==> src/rtl/ftdi_dev_pkg.sv <==
`default_nettype none
// ============================================================================
// Package    : ftdi_dev_pkg
// Purpose    : Shared types and constants for the FTDI sync 245-FIFO device
//              model (bus FSM state encoding and error-bit positions).
// Ports      : n/a (package)
// Revision   : 1.0 - initial release
// ============================================================================
package ftdi_dev_pkg;

   typedef enum logic [1:0] {
      IDLE     = 2'd0,
      OE_ARMED = 2'd1,
      READ     = 2'd2,
      WRITE    = 2'd3
   } bus_state_t;

   localparam int ERR_RD_NO_OE   = 0;
   localparam int ERR_CONTENTION = 1;
   localparam int ERR_WR_FULL    = 2;
   localparam int ERR_BE         = 3;

endpackage
`default_nettype wire

==> src/rtl/ftdi_sync_fifo.sv <==
`default_nettype none
// ============================================================================
// Module     : ftdi_sync_fifo
// Purpose    : Single-clock FIFO with a registered occupancy count. A push
//              and pop in the same cycle are both honoured even when full
//              (the pop frees the slot); an empty FIFO never pops.
// Ports      : tx_clk     - clock
//              rstn_async - asynchronous active-low reset
//              clr        - synchronous clear (held while the device is in reset)
//              push/push_data - write request and data
//              pop        - read request (consumes head)
//              head       - oldest word, 0 when empty
//              cnt        - registered occupancy, 0..2^AEXP
// Revision   : 1.0 - initial release
// ============================================================================
module ftdi_sync_fifo #(
   parameter int DW   = 8,
   parameter int AEXP = 4
) (
   input  logic            tx_clk,
   input  logic            rstn_async,
   input  logic            clr,
   input  logic            push,
   input  logic [DW-1:0]   push_data,
   input  logic            pop,
   output logic [DW-1:0]   head,
   output logic [AEXP:0]   cnt
);

   localparam int DEPTH = 1 << AEXP;

   logic [DW-1:0]   mem_q [DEPTH];
   logic [AEXP-1:0] wr_ptr_q, wr_ptr_d;
   logic [AEXP-1:0] rd_ptr_q, rd_ptr_d;
   logic [AEXP:0]   cnt_q, cnt_d;
   logic            empty, full, do_push, do_pop;

   assign empty   = (cnt_q == '0);
   assign full    = (cnt_q == DEPTH[AEXP:0]);
   assign do_pop  = pop & ~empty & ~clr;
   // A full FIFO can still take a word when the same edge frees a slot.
   assign do_push = push & (~full | do_pop) & ~clr;

   always_comb begin
      wr_ptr_d = wr_ptr_q;
      rd_ptr_d = rd_ptr_q;
      cnt_d    = cnt_q;
      if (clr) begin
         wr_ptr_d = '0;
         rd_ptr_d = '0;
         cnt_d    = '0;
      end else begin
         if (do_push) wr_ptr_d = wr_ptr_q + 1'b1;
         if (do_pop)  rd_ptr_d = rd_ptr_q + 1'b1;
         if (do_push && !do_pop)      cnt_d = cnt_q + 1'b1;
         else if (do_pop && !do_push) cnt_d = cnt_q - 1'b1;
      end
   end

   always_ff @(posedge tx_clk or negedge rstn_async) begin
      if (!rstn_async) begin
         wr_ptr_q <= '0;
         rd_ptr_q <= '0;
         cnt_q    <= '0;
      end else begin
         wr_ptr_q <= wr_ptr_d;
         rd_ptr_q <= rd_ptr_d;
         cnt_q    <= cnt_d;
      end
   end

   // Storage needs no reset: the count gates visibility of every entry.
   always_ff @(posedge tx_clk) begin
      if (do_push) mem_q[wr_ptr_q] <= push_data;
   end

   assign head = empty ? '0 : mem_q[rd_ptr_q];
   assign cnt  = cnt_q;

endmodule
`default_nettype wire

==> src/rtl/ftdi_245fifo_device.sv <==
`default_nettype none
// ============================================================================
// Module     : ftdi_245fifo_device
// Purpose    : Device-side model of an FTDI sync 245-FIFO chip. Serves
//              OE#/RD# reads from a host->device FIFO, captures WR# writes
//              into a device->host FIFO, and flags controller bus violations
//              in a sticky error register.
// Ports      : tx_clk/rstn_async      - clock, async active-low reset
//              usb_clk/rxf/txe        - chip outputs to the controller
//              usb_oe/rd/wr/be_i/data_i - controller strobes and bus
//              usb_data_o/usb_data_oe - device bus drive (tristate built above)
//              hin_*  / hout_*        - host-side valid/ready streams
//              stall_rx/stall_tx      - force rxf/txe inactive
//              err_clr/err            - sticky protocol violation flags
// Revision   : 1.0 - initial release
// ============================================================================
module ftdi_245fifo_device
   import ftdi_dev_pkg::*;
#(
   parameter int C_DEXP = 0,
   parameter int AEXP   = 4
) (
   input  logic                     tx_clk,
   input  logic                     rstn_async,
   output logic                     usb_clk,
   output logic                     usb_rxf,
   output logic                     usb_txe,
   input  logic                     usb_oe,
   input  logic                     usb_rd,
   input  logic                     usb_wr,
   input  logic [(8<<C_DEXP)-1:0]   usb_data_i,
   output logic [(8<<C_DEXP)-1:0]   usb_data_o,
   output logic                     usb_data_oe,
   input  logic [(1<<C_DEXP)-1:0]   usb_be_i,
   input  logic                     hin_valid,
   output logic                     hin_ready,
   input  logic [(8<<C_DEXP)-1:0]   hin_data,
   output logic                     hout_valid,
   input  logic                     hout_ready,
   output logic [(8<<C_DEXP)-1:0]   hout_data,
   input  logic                     stall_rx,
   input  logic                     stall_tx,
   input  logic                     err_clr,
   output logic [3:0]               err
);

   localparam int DW    = 8 << C_DEXP;
   localparam int DEPTH = 1 << AEXP;

   // Reset synchroniser: assertion is immediate, release takes two edges.
   logic [1:0] rst_sync_q, rst_sync_d;
   logic       rstn_i;

   assign rst_sync_d = {rst_sync_q[0], 1'b1};
   assign rstn_i     = rst_sync_q[1];

   always_ff @(posedge tx_clk or negedge rstn_async) begin
      if (!rstn_async) rst_sync_q <= '0;
      else             rst_sync_q <= rst_sync_d;
   end

   // FIFO status
   logic [AEXP:0] rx_cnt, tx_cnt;
   logic          rx_empty, rx_full, tx_empty, tx_full;

   assign rx_empty = (rx_cnt == '0);
   assign rx_full  = (rx_cnt == DEPTH[AEXP:0]);
   assign tx_empty = (tx_cnt == '0);
   assign tx_full  = (tx_cnt == DEPTH[AEXP:0]);

   assign usb_clk     = tx_clk;
   assign usb_rxf     = rx_empty | stall_rx | ~rstn_i;
   assign usb_txe     = tx_full  | stall_tx | ~rstn_i;
   assign usb_data_oe = rstn_i & ~usb_oe;
   assign hin_ready   = rstn_i & ~rx_full;
   assign hout_valid  = rstn_i & ~tx_empty;

   // Strobe decode
   logic rd_pop, tx_pop, rx_push, wr_accept, wr_drop;

   assign rd_pop  = ~usb_oe & ~usb_rd & ~usb_rxf;
   assign tx_pop  = hout_valid & hout_ready;
   assign rx_push = hin_valid & hin_ready;
   // A write landing on a full FIFO is still taken when the host drains a
   // word on the same edge, so no data is lost in that overlap.
   assign wr_accept = ~usb_wr & rstn_i & ~stall_tx & (~tx_full | tx_pop);
   assign wr_drop   = ~usb_wr & rstn_i & ~wr_accept;

   ftdi_sync_fifo #(.DW(DW), .AEXP(AEXP)) u_rx_fifo (
      .tx_clk     (tx_clk),
      .rstn_async (rstn_async),
      .clr        (~rstn_i),
      .push       (rx_push),
      .push_data  (hin_data),
      .pop        (rd_pop),
      .head       (usb_data_o),
      .cnt        (rx_cnt)
   );

   ftdi_sync_fifo #(.DW(DW), .AEXP(AEXP)) u_tx_fifo (
      .tx_clk     (tx_clk),
      .rstn_async (rstn_async),
      .clr        (~rstn_i),
      .push       (wr_accept),
      .push_data  (usb_data_i),
      .pop        (tx_pop),
      .head       (hout_data),
      .cnt        (tx_cnt)
   );

   // Bus FSM and protocol checker
   bus_state_t state_q, state_d;
   logic [3:0] err_q, err_d, err_set;

   always_comb begin
      state_d = state_q;
      err_set = '0;
      err_d   = err_q;

      case (state_q)
         IDLE: begin
            if (!usb_wr)                state_d = WRITE;
            else if (!usb_oe && usb_rd) state_d = OE_ARMED;
         end
         OE_ARMED: begin
            if (usb_oe)       state_d = IDLE;
            else if (!usb_rd) state_d = READ;
         end
         READ: begin
            if (usb_oe) state_d = IDLE;
         end
         WRITE: begin
            if (usb_wr) state_d = IDLE;
         end
         default: state_d = IDLE;
      endcase

      // RD# in IDLE means the controller skipped the OE#-only turnaround cycle.
      err_set[ERR_RD_NO_OE]   = ~usb_rd & (usb_oe | (state_q == IDLE));
      err_set[ERR_CONTENTION] = ~usb_wr & ~usb_oe;
      err_set[ERR_WR_FULL]    = wr_drop;
      err_set[ERR_BE]         = ~usb_wr & (usb_be_i != '1);

      if (err_clr) err_d = '0;
      else         err_d = err_q | err_set;

      if (!rstn_i) begin
         state_d = IDLE;
         err_d   = '0;
      end
   end

   always_ff @(posedge tx_clk or negedge rstn_async) begin
      if (!rstn_async) begin
         state_q <= IDLE;
         err_q   <= '0;
      end else begin
         state_q <= state_d;
         err_q   <= err_d;
      end
   end

   assign err = err_q;

endmodule
`default_nettype wire

==> config.mk <==
export PLATFORM = sky130hd
export DESIGN_NAME = ftdi_245fifo_device
export DESIGN_NICKNAME = d
export VERILOG_FILES = /design/src/rtl/ftdi_dev_pkg.sv /design/src/rtl/ftdi_sync_fifo.sv /design/src/rtl/ftdi_245fifo_device.sv
export SDC_FILE = /design/constraint.sdc
export NUM_CORES = 1
export LEC_CHECK = 0
export ABC_AREA = 0
export BUFFER_PORTS_ARGS = -buffer_cell sky130_fd_sc_hd__buf_4
export CORE_UTILIZATION = 55
export CTS_CLUSTER_SIZE = 40
export DETAILED_ROUTE_END_ITERATION = 6
export PLACE_DENSITY = 0.78
export SLEW_MARGIN = 20
export SYNTH_ARGS = -nofsm -noshare
export SYNTH_HDL_FRONTEND = slang
export SYNTH_SLANG_ARGS = --single-unit
==> constraint.sdc <==
create_clock -name tx_clk -period 2.9 [get_ports tx_clk]
set_input_delay 0.145 -clock tx_clk [delete_from_list [all_inputs] [get_ports tx_clk]]
set_output_delay 0.145 -clock tx_clk [all_outputs]
set_load 0.1 [all_outputs]
# Word level (Yosys, flattened, before mapping)
# Memory sizes are Yosys's and may differ from the RTL's.
# Index checks and enable logic that the tools add are counted.
[word_totals]
register_bits = 34
latch_bits = 0
ram_bits = 256
mem_bits_ro = 0
elab_cells = 121
memories = 2
[mem_list]
columns = ["name", "words", "word_bits", "read_ports", "rd_clocked_by_memory_dff", "wr", "line_no", "source"]
rows = [
  ["u_rx_fifo.mem_q", 16, 8, 1, 0, 1, "ftdi_sync_fifo.sv:32", "logic [DW-1:0] mem_q [DEPTH];"],
  ["u_tx_fifo.mem_q", 16, 8, 1, 0, 1, "ftdi_sync_fifo.sv:32", ""],
]
[op_classes]
add_sub_neg = 8
multipliers = 0
div = 0
order_cmp = 0
eq_ne = 15
shifts = 0
muxes = 30
n_bitwise = 43
reduce_logical = 14
[ops]
columns = ["op", "n"]
rows = [
  ["4-bit two-way mux", 10],
  ["5-bit two-way mux", 6],
  ["1-bit AND", 22],
  ["4-bit by 1-bit adder with 4-bit output, second input constant", 4],
  ["8-bit two-way mux", 2],
  ["2-bit two-way mux", 7],
  ["1-bit NOT", 12],
  ["5-bit by 1-bit adder with 5-bit output, second input constant", 2],
  ["5-bit equality test, second input constant", 2],
  ["5-bit zero test", 2],
  ["5-bit by 1-bit subtractor with 5-bit output, second input constant", 2],
  ["2-bit by 1-bit != test with 1-bit output, second input constant", 4],
  ["4-bit != test, second input constant", 2],
  ["1-bit OR", 8],
  ["2-bit one-hot mux with 4 select lines", 1],
  ["3-bit by 1-bit != test with 1-bit output, second input constant", 2],
  ["3-bit != test, second input constant", 2],
  ["1-bit logical AND", 5],
  ["1-bit zero test", 5],
  ["2-bit equality test, second input constant", 2],
  ["1-bit two-way mux", 4],
  ["4-bit OR", 1],
  ["4-bit AND reduction", 1],
  ["2-bit by 1-bit equality test with 1-bit output, second input constant", 1],
  ["2-bit zero test", 1],
]

# Depth between registers and ports, before layout
# Gate-level depths: netlist (run 1).
[depth]
depth_word = 15
depth_mapped = 10

# By module
# A second synthesis (run 1) with hierarchy kept.
[hier_totals]
cells_unflattened = 675
area_unflattened_um2 = 12162.9
[by_module_without_submodules]
columns = ["module", "n_inst", "cells_per_inst", "area_each_um2", "seq_area_each_um2"]
rows = [
  ["ftdi_sync_fifo", 2, 313, 5854.4, 4169.0],
  ["ftdi_245fifo_device", 1, 49, 454.2, 200.2],
]

==> results.py, run 1 <==
metrics = {
    "status": {
        "status": "finished, final reports clean",
    },
    "cells_and_area": {
        "drive_above_1_share": 0.300,
        "final_cells": 1034,
        "syn_to_final_growth_pct": 19.8,
        "final_common_cell": "edfxtp_1",
        "fin_util": 0.679,
        "nNetsFinal": 783,
        "antenna_cells": 0,
        "final_cell_mix": "edfxtp_1 (256), mux4_2 (80), buf_4 (54), clkbuf_16 (33), dfrtp_1 (32)",
    },
    "floorplanning": {
        "die_h_um": 150,
        "die-area_sq_um": 22500,
        "initial_core_util": 0.567,
        "floorplan.die.width_um": 150,
        "core_area_sq_um": 21300,
        "boundaryPins": 53,
        "num_rows": 53,
    },
    "power": {
        "power_leakage_nw": 4.96,
        "peakVddDrop_v": 0.000732,
        "power_w": 0.0121,
        "powerDensity_nw_per_um2": 839,
    },
    "hold_path": {
        "hold_class": "in -> reg",
    },
    "drt": {
        "post-route-drc-count": 0,
        "wl_per_cell_um": 26.2,
        "viasPerCell": 6.21,
        "vias": 6416,
        "firstDrtPassIters": 5,
        "drt_iter0_drc": 522,
        "drtAntennaViolNets": 0,
        "wl_um": 27100,
    },
    "cts": {
        "clock_latency_ns": 0.65,
        "clkTransAtPathRegs_ns": 0.06,
        "cts_tree": "done",
    },
    "global_routing": {
        "grt_overflow_total": 0,
        "grt_use_total": 0.252,
        "grt_max_degree": 36,
        "antenna_found_initial": 0,
        "grt_pass1_wl_um": 40600,
        "grt_pass1_vias": 6591,
    },
    "critical_path": {
        "crit_path_max_fanout": 8,
        "cp.arrival_ns": 2.75,
        "crit_type": "reg -> out",
        "critPathRequiredTime_ns": 2.76,
        "path_cells": "buf_12 > buf_16 > mux4_2 > mux4_2 > nor2b_4 > buf_12",
        "crit_path_top_delay_cell": "mux4_2",
        "cp_top_family": "multiplexers",
        "crit_path_max_incr_delay_ns": 0.51,
        "worstSetupEndpointType": "primary output",
        "critical_path_buf_inv_count": 3,
        "start_kind": "flop",
    },
    "synth": {
        "yosysSeqAreaShare": 0.707,
        "synthDistinctLibCells": 50,
        "ys.flop_type": "edfxtp_1",
        "synth_area_per_cell_sq_um": 19.2,
        "yosysTopAreaCellShare": 0.637,
        "netlist_area_sq_um": 12100,
        "synth-seq-cells": 290,
        "async_flop_share": 0.117,
        "ys_warn_count": 0,
        "synth_top_cell_by_area": "edfxtp_1",
        "syn-num-nets": 676,
        "synth_edf_count": 256,
        "synth_cells": 630,
        "synth.area.top_cells": "edfxtp_1 (64%), mux4_2 (15%), dfrtp_1 (7.0%)",
    },
    "timing": {
        "rsz0062_at_grt": "true",
        "final.setup_skew_ns": 0.00952,
        "setup_viol": 0,
        "setup_ws_ns": 0.00995,
        "fin_tns_setup_ns": 0,
        "period_minus_slack_ns": 2.89,
        "fin_crit_sh": 0.997,
        "hold_viol": 0,
        "clock.fmax_ghz": 0.346,
        "report.final.slew_viol_count": 0,
        "tightest_slew_ns": 0.943,
        "slew_headroom": 0.369,
    },
    "place": {
        "dpl.hpwl_um": 14600,
        "dpl.cell_count": 940,
        "place_congestion": 0.789,
        "place_ws_ns": -0.0757,
        "port_buffers": 52,
    },
    "job": {
        "max_cap_viol_count": 0,
    },
}
-- state kept, by name (all words and copies together), names as in the netlist, 4 cells and up --
| signal | flops |
|---|---|
| u_tx_fifo.cnt | 5 |
| u_rx_fifo.rd_ptr_q | 4 |
| u_tx_fifo.mem_q | 128 |
| u_tx_fifo.wr_ptr_q | 4 |
| u_rx_fifo.mem_q | 128 |
| u_rx_fifo.wr_ptr_q | 4 |
| u_tx_fifo.rd_ptr_q | 4 |
| u_rx_fifo.cnt | 5 |
| err | 4 |
-- synthesized netlist by cell type (all sizes together) (3+ instances only) --
cell type	instances
nand2	22
xnor2	8
mux4	80
and3	5
o21a	5
nor4	6
xor2	5
or3	3
clkbuf	17
a21oi	7
o21ai	12
inv	13
ha	17
a22o	3
and2	26
a21o	5
dfrtp	34
buf	16
nand3	8
mux2i	5
edfxtp	256
or4	3
and4	4
a21boi	4
mux2	3
nor2	20
nor2b	23
-- cells by family after synthesis --
group / Yosys count / share of synthesized area
fa+ha+maj: 19 / 0.0209
flops: 290 / 0.707
xor+xnor: 13 / 0.00943
buf+inv: 46 / 0.0198
compound gates: 42 / 0.0249
simple gates: 131 / 0.0610
other cells: 1 / 0.000311
mux: 88 / 0.156
-- per-layer routing --
metal,share of wire,global-route usage,wire length [um]
met5,0,0,0
met4,0.025,0.0939,686
met2,0.52,0.418,14000
met1,0.39,0.340,10600
met3,0.069,0.0421,1860
-- per-stage QoR --
stage          hold WS (ns)  area [sq um]
2_1_floorplan        -0.151         12100
3_3_place_gp          0.108         12800
3_5_place_dp          0.120         12800
4_1_cts               0.310         14300
5_1_grt               0.342         14500
6_report              0.342         14500
-- cell type report --
cell class / instances / area, sq um
Sequential cell: 290 / 8540
Fill cell: 1268 / 6830
Multi-Input combinational cell: 294 / 3450
Timing Repair Buffer: 106 / 1090
Clock buffer: 45 / 883
Tap cell: 275 / 344
Clock inverter: 11 / 108
Inverter: 13 / 48.8
-- repair_timing --
item | 4_1_cts | 5_1_grt
hold buffers | 31 | 0
setup buffers | 4 | 1
endpoints found under the hold margin | 301 | 0
pin swaps | 0 | 0
cloned | 4 | 1
endpoints found under the setup margin | 12 | 18
gates resized for setup | 26 | 24
-- power by group --
group | internal [W] | leakage (nW) | switching, W | total [W]
Clock | 0.00228 | 0.484 | 0.00164 | 0.00393
Sequential | 0.00466 | 2.75 | 0.000132 | 0.00479
Combinational | 0.00134 | 1.72 | 0.00208 | 0.00342
Total | 0.00828 | 4.96 | 0.00385 | 0.0121
-- path summary, 6_finish.rpt --
path | cells after the start | slack [ns] | start | endpoint
max in group asynchronous | 4 | 2.18 | rstn_async | u_rx_fifo.rd_ptr_q[0]$_DFFE_PN0P_
min in group asynchronous | 4 | 0.52 | rstn_async | u_rx_fifo.cnt[4]$_DFFE_PN0P_
hold reg to reg | 0 | 0.36 | rst_sync_q[0]$_DFF_PN0_ | rst_sync_q[1]$_DFF_PN0_
hold / removal | 2 | 0.34 | hin_data[3] | u_rx_fifo.mem_q[12][3]$_DFFE_PP_
setup / recovery | 6 | 0.01 | u_tx_fifo.rd_ptr_q[0]$_DFFE_PN0P_ | hout_data[1]
setup reg to reg | 9 | 0.08 | u_rx_fifo.cnt[1]$_DFFE_PN0P_ | u_rx_fifo.cnt[4]$_DFFE_PN0P_
(Power assumes the default switching activity.)
==> run 2: changes to the inputs <==
--- a/config.mk
+++ b/config.mk
@@ -8,9 +8,12 @@
 export ABC_AREA = 0
 export BUFFER_PORTS_ARGS = -buffer_cell sky130_fd_sc_hd__buf_4
 export CORE_UTILIZATION = 55
+export CTS_CLUSTER_DIAMETER = 120
 export CTS_CLUSTER_SIZE = 40
 export DETAILED_ROUTE_END_ITERATION = 6
 export PLACE_DENSITY = 0.78
+export RECOVER_POWER = 100
+export REMOVE_ABC_BUFFERS = 1
 export SLEW_MARGIN = 20
 export SYNTH_ARGS = -nofsm -noshare
 export SYNTH_HDL_FRONTEND = slang
==> run 2 against run 1 <==
The flow now finishes with violations (capacitance limit, slew limit). Critical path depth increased by 3. Hold slack got worse by 0.020 ns. Via count decreased by 6.3%. First-iteration DRC count decreased by 12%. Core utilization decreased by 3.5 points. Sequential power about the same. Final area decreased by 5.2%. Worst setup slack improved by 0.030 ns. Wire length decreased by 18%. Clock-buffer cell count decreased by 25. Global-route usage decreased by 5.2 points. Non-clock buffer count increased by 3. Critical path type is now reg -> reg. Largest cell class unchanged. Largest power group unchanged.
==> results.py, run 2 (synthesis gave the netlist of run 1 again) <==
metrics = {
    "critical_path": {
        "cp.arrival_ns": 3.37,
        "worstSetupEndpointType": "flop",
        "cp-startpoint": "u_tx_fifo.cnt[1]$_DFFE_PN0P_",
        "start_kind": "flop",
        "crit_path_max_fanout": 4,
        "critPathRequiredTime_ns": 3.41,
        "crit_type": "reg -> reg",
        "r2r-start": "u_tx_fifo.cnt[1]$_DFFE_PN0P_",
    },
    "drt": {
        "drt_iter0_drc": 460,
        "viasPerCell": 6.00,
        "wl_per_cell_um": 22.1,
        "vias": 6013,
        "firstDrtPassIters": 5,
        "post-route-drc-count": 0,
        "drtAntennaViolNets": 0,
        "wl_um": 22100,
    },
    "global_routing": {
        "grt_pass1_wl_um": 33900,
        "antenna_found_initial": 0,
        "grt_max_degree": 42,
        "grt_overflow_total": 0,
        "grt_use_total": 0.201,
        "grt_pass1_vias": 6236,
    },
    "timing": {
        "tightest_slew_ns": 1.85,
        "period_minus_slack_ns": 2.86,
        "setup_viol": 0,
        "clock.fmax_ghz": 0.350,
        "report.final.slew_viol_count": 35,
        "hold_viol": 0,
        "hold_ws_ns": 0.322,
        "slew_headroom": -0.232,
        "fin_crit_sh": 0.986,
        "final.setup_skew_ns": 0.0395,
        "fin_tns_setup_ns": 0,
        "rsz0062_at_grt": "true",
    },
    "status": {
        "violations": "capacitance limit, slew limit",
        "status": "finished with violations",
    },
    "power": {
        "peakVddDrop_v": 0.000735,
        "powerDensity_nw_per_um2": 750,
        "power_leakage_nw": 4.57,
    },
    "cells_and_area": {
        "final_common_cell": "edfxtp_1",
        "antenna_cells": 0,
        "final_cells": 1002,
        "final_cell_mix": "edfxtp_1 (256), mux4_2 (80), buf_4 (38), dfrtp_1 (31)",
        "nNetsFinal": 769,
        "drive_above_1_share": 0.246,
        "reg.largest.list": "u_rx_fifo.mem_q (128), u_tx_fifo.mem_q (128)",
        "design_area_sq_um": 13700,
        "syn_to_final_growth_pct": 13.6,
    },
    "place": {
        "place_congestion": 0.824,
        "port_buffers": 52,
        "dpl-instance-area_sq_um": 12800,
        "dpl.cell_count": 944,
        "dpl.hpwl_um": 14300,
    },
    "floorplanning": {
        "die_h_um": 150,
        "num_rows": 53,
        "boundaryPins": 53,
        "die-area_sq_um": 22500,
        "initial_core_util": 0.567,
        "floorplan.die.width_um": 150,
        "core_area_sq_um": 21300,
    },
    "hold_path": {
        "hold_class": "reg -> reg",
        "holdCritStartpoint": "rst_sync_q[0]$_DFF_PN0_",
    },
    "cts": {
        "clkTransAtPathRegs_ns": 0.14,
        "cts_tree": "done",
        "clock_latency_ns": 0.60,
    },
    "job": {
        "max_cap_viol_count": 1,
    },
}
run 2: stage by stage:
step / utilization / setup WS [ns] / power (W)
6_report: 0.644 / 0.0395 / 0.0103
5_1_grt: 0.644 / -0.0495 / 0.0106
4_1_cts: 0.634 / 0.000538 / 0.0100
3_5_place_dp: 0.601 / -0.0228 / 0.00786
3_3_place_gp: 0.601 / 0.0783 / 0.00776
2_1_floorplan: - / -0.693 / 0.00699
run 2: final timing paths:
| path | endpoint | slack (ns) | cells past startpoint |
|---|---|---|---|
| max reg2reg | u_tx_fifo.cnt[4]$_DFFE_PN0P_ | 0.04 | 9 |
| max | u_tx_fifo.cnt[4]$_DFFE_PN0P_ | 0.04 | 9 |
| max in group asynchronous | u_rx_fifo.rd_ptr_q[0]$_DFFE_PN0P_ | 1.15 | 2 |
| min in group asynchronous | err[2]$_DFF_PN0_ | 0.57 | 2 |
| min reg2reg | rst_sync_q[1]$_DFF_PN0_ | 0.32 | 0 |
| min | rst_sync_q[1]$_DFF_PN0_ | 0.32 | 0 |
run 2: where the power goes:
part,total (W),internal (W),switching (W)
clock network,0.00226,0.000935,0.00132
logic,0.00324,0.00126,0.00198
registers,0.00479,0.00465,0.000134
run 2: routing by layer:
metal / part of all wire / routed length, um / up-vias / GRT usage
li1: - / - / 2672 / -
met1: 0.40 / 8830 / 3116 / 0.266
met2: 0.53 / 11800 / 191 / 0.354
met3: 0.046 / 1010 / 34 / 0.0264
met4: 0.021 / 463 / 0 / 0.0510
met5: 0 / 0 / - / 0
run 2: cell type report:
| class | instances | area, sq um |
|---|---|---|
| clock buffer | 20 | 377 |
| clock inverter | 1 | 30.0 |
| inverter | 13 | 48.8 |
| tap | 275 | 344 |
| timing repair buffer | 109 | 1010 |
| multi-input combinational | 294 | 3360 |
| fill | 1396 | 7580 |
| sequential | 290 | 8540 |
run 2: repair_timing:
| action | 4_1_cts | 5_1_grt |
|---|---|---|
| setup endpoints to repair | 4 | 17 |
| hold buffers | 27 | 0 |
| endpoints found under the hold margin | 300 | 0 |
| setup buffers | 0 | 7 |
| pin swaps | 0 | 0 |
| cloned | 0 | 4 |
| resized for setup | 5 | 40 |
run 2: worst max-delay path, cell delays in order, from the launching register on:
cell and delay [ns]:
dfrtp_1 0.42, or4_4 0.57, mux2i_4 0.20, nand2_2 0.13
ha_4 0.32, a21o_1 0.13, a21oi_2 0.09, or4_4 0.43
and3_1 0.18, o31a_1 0.28
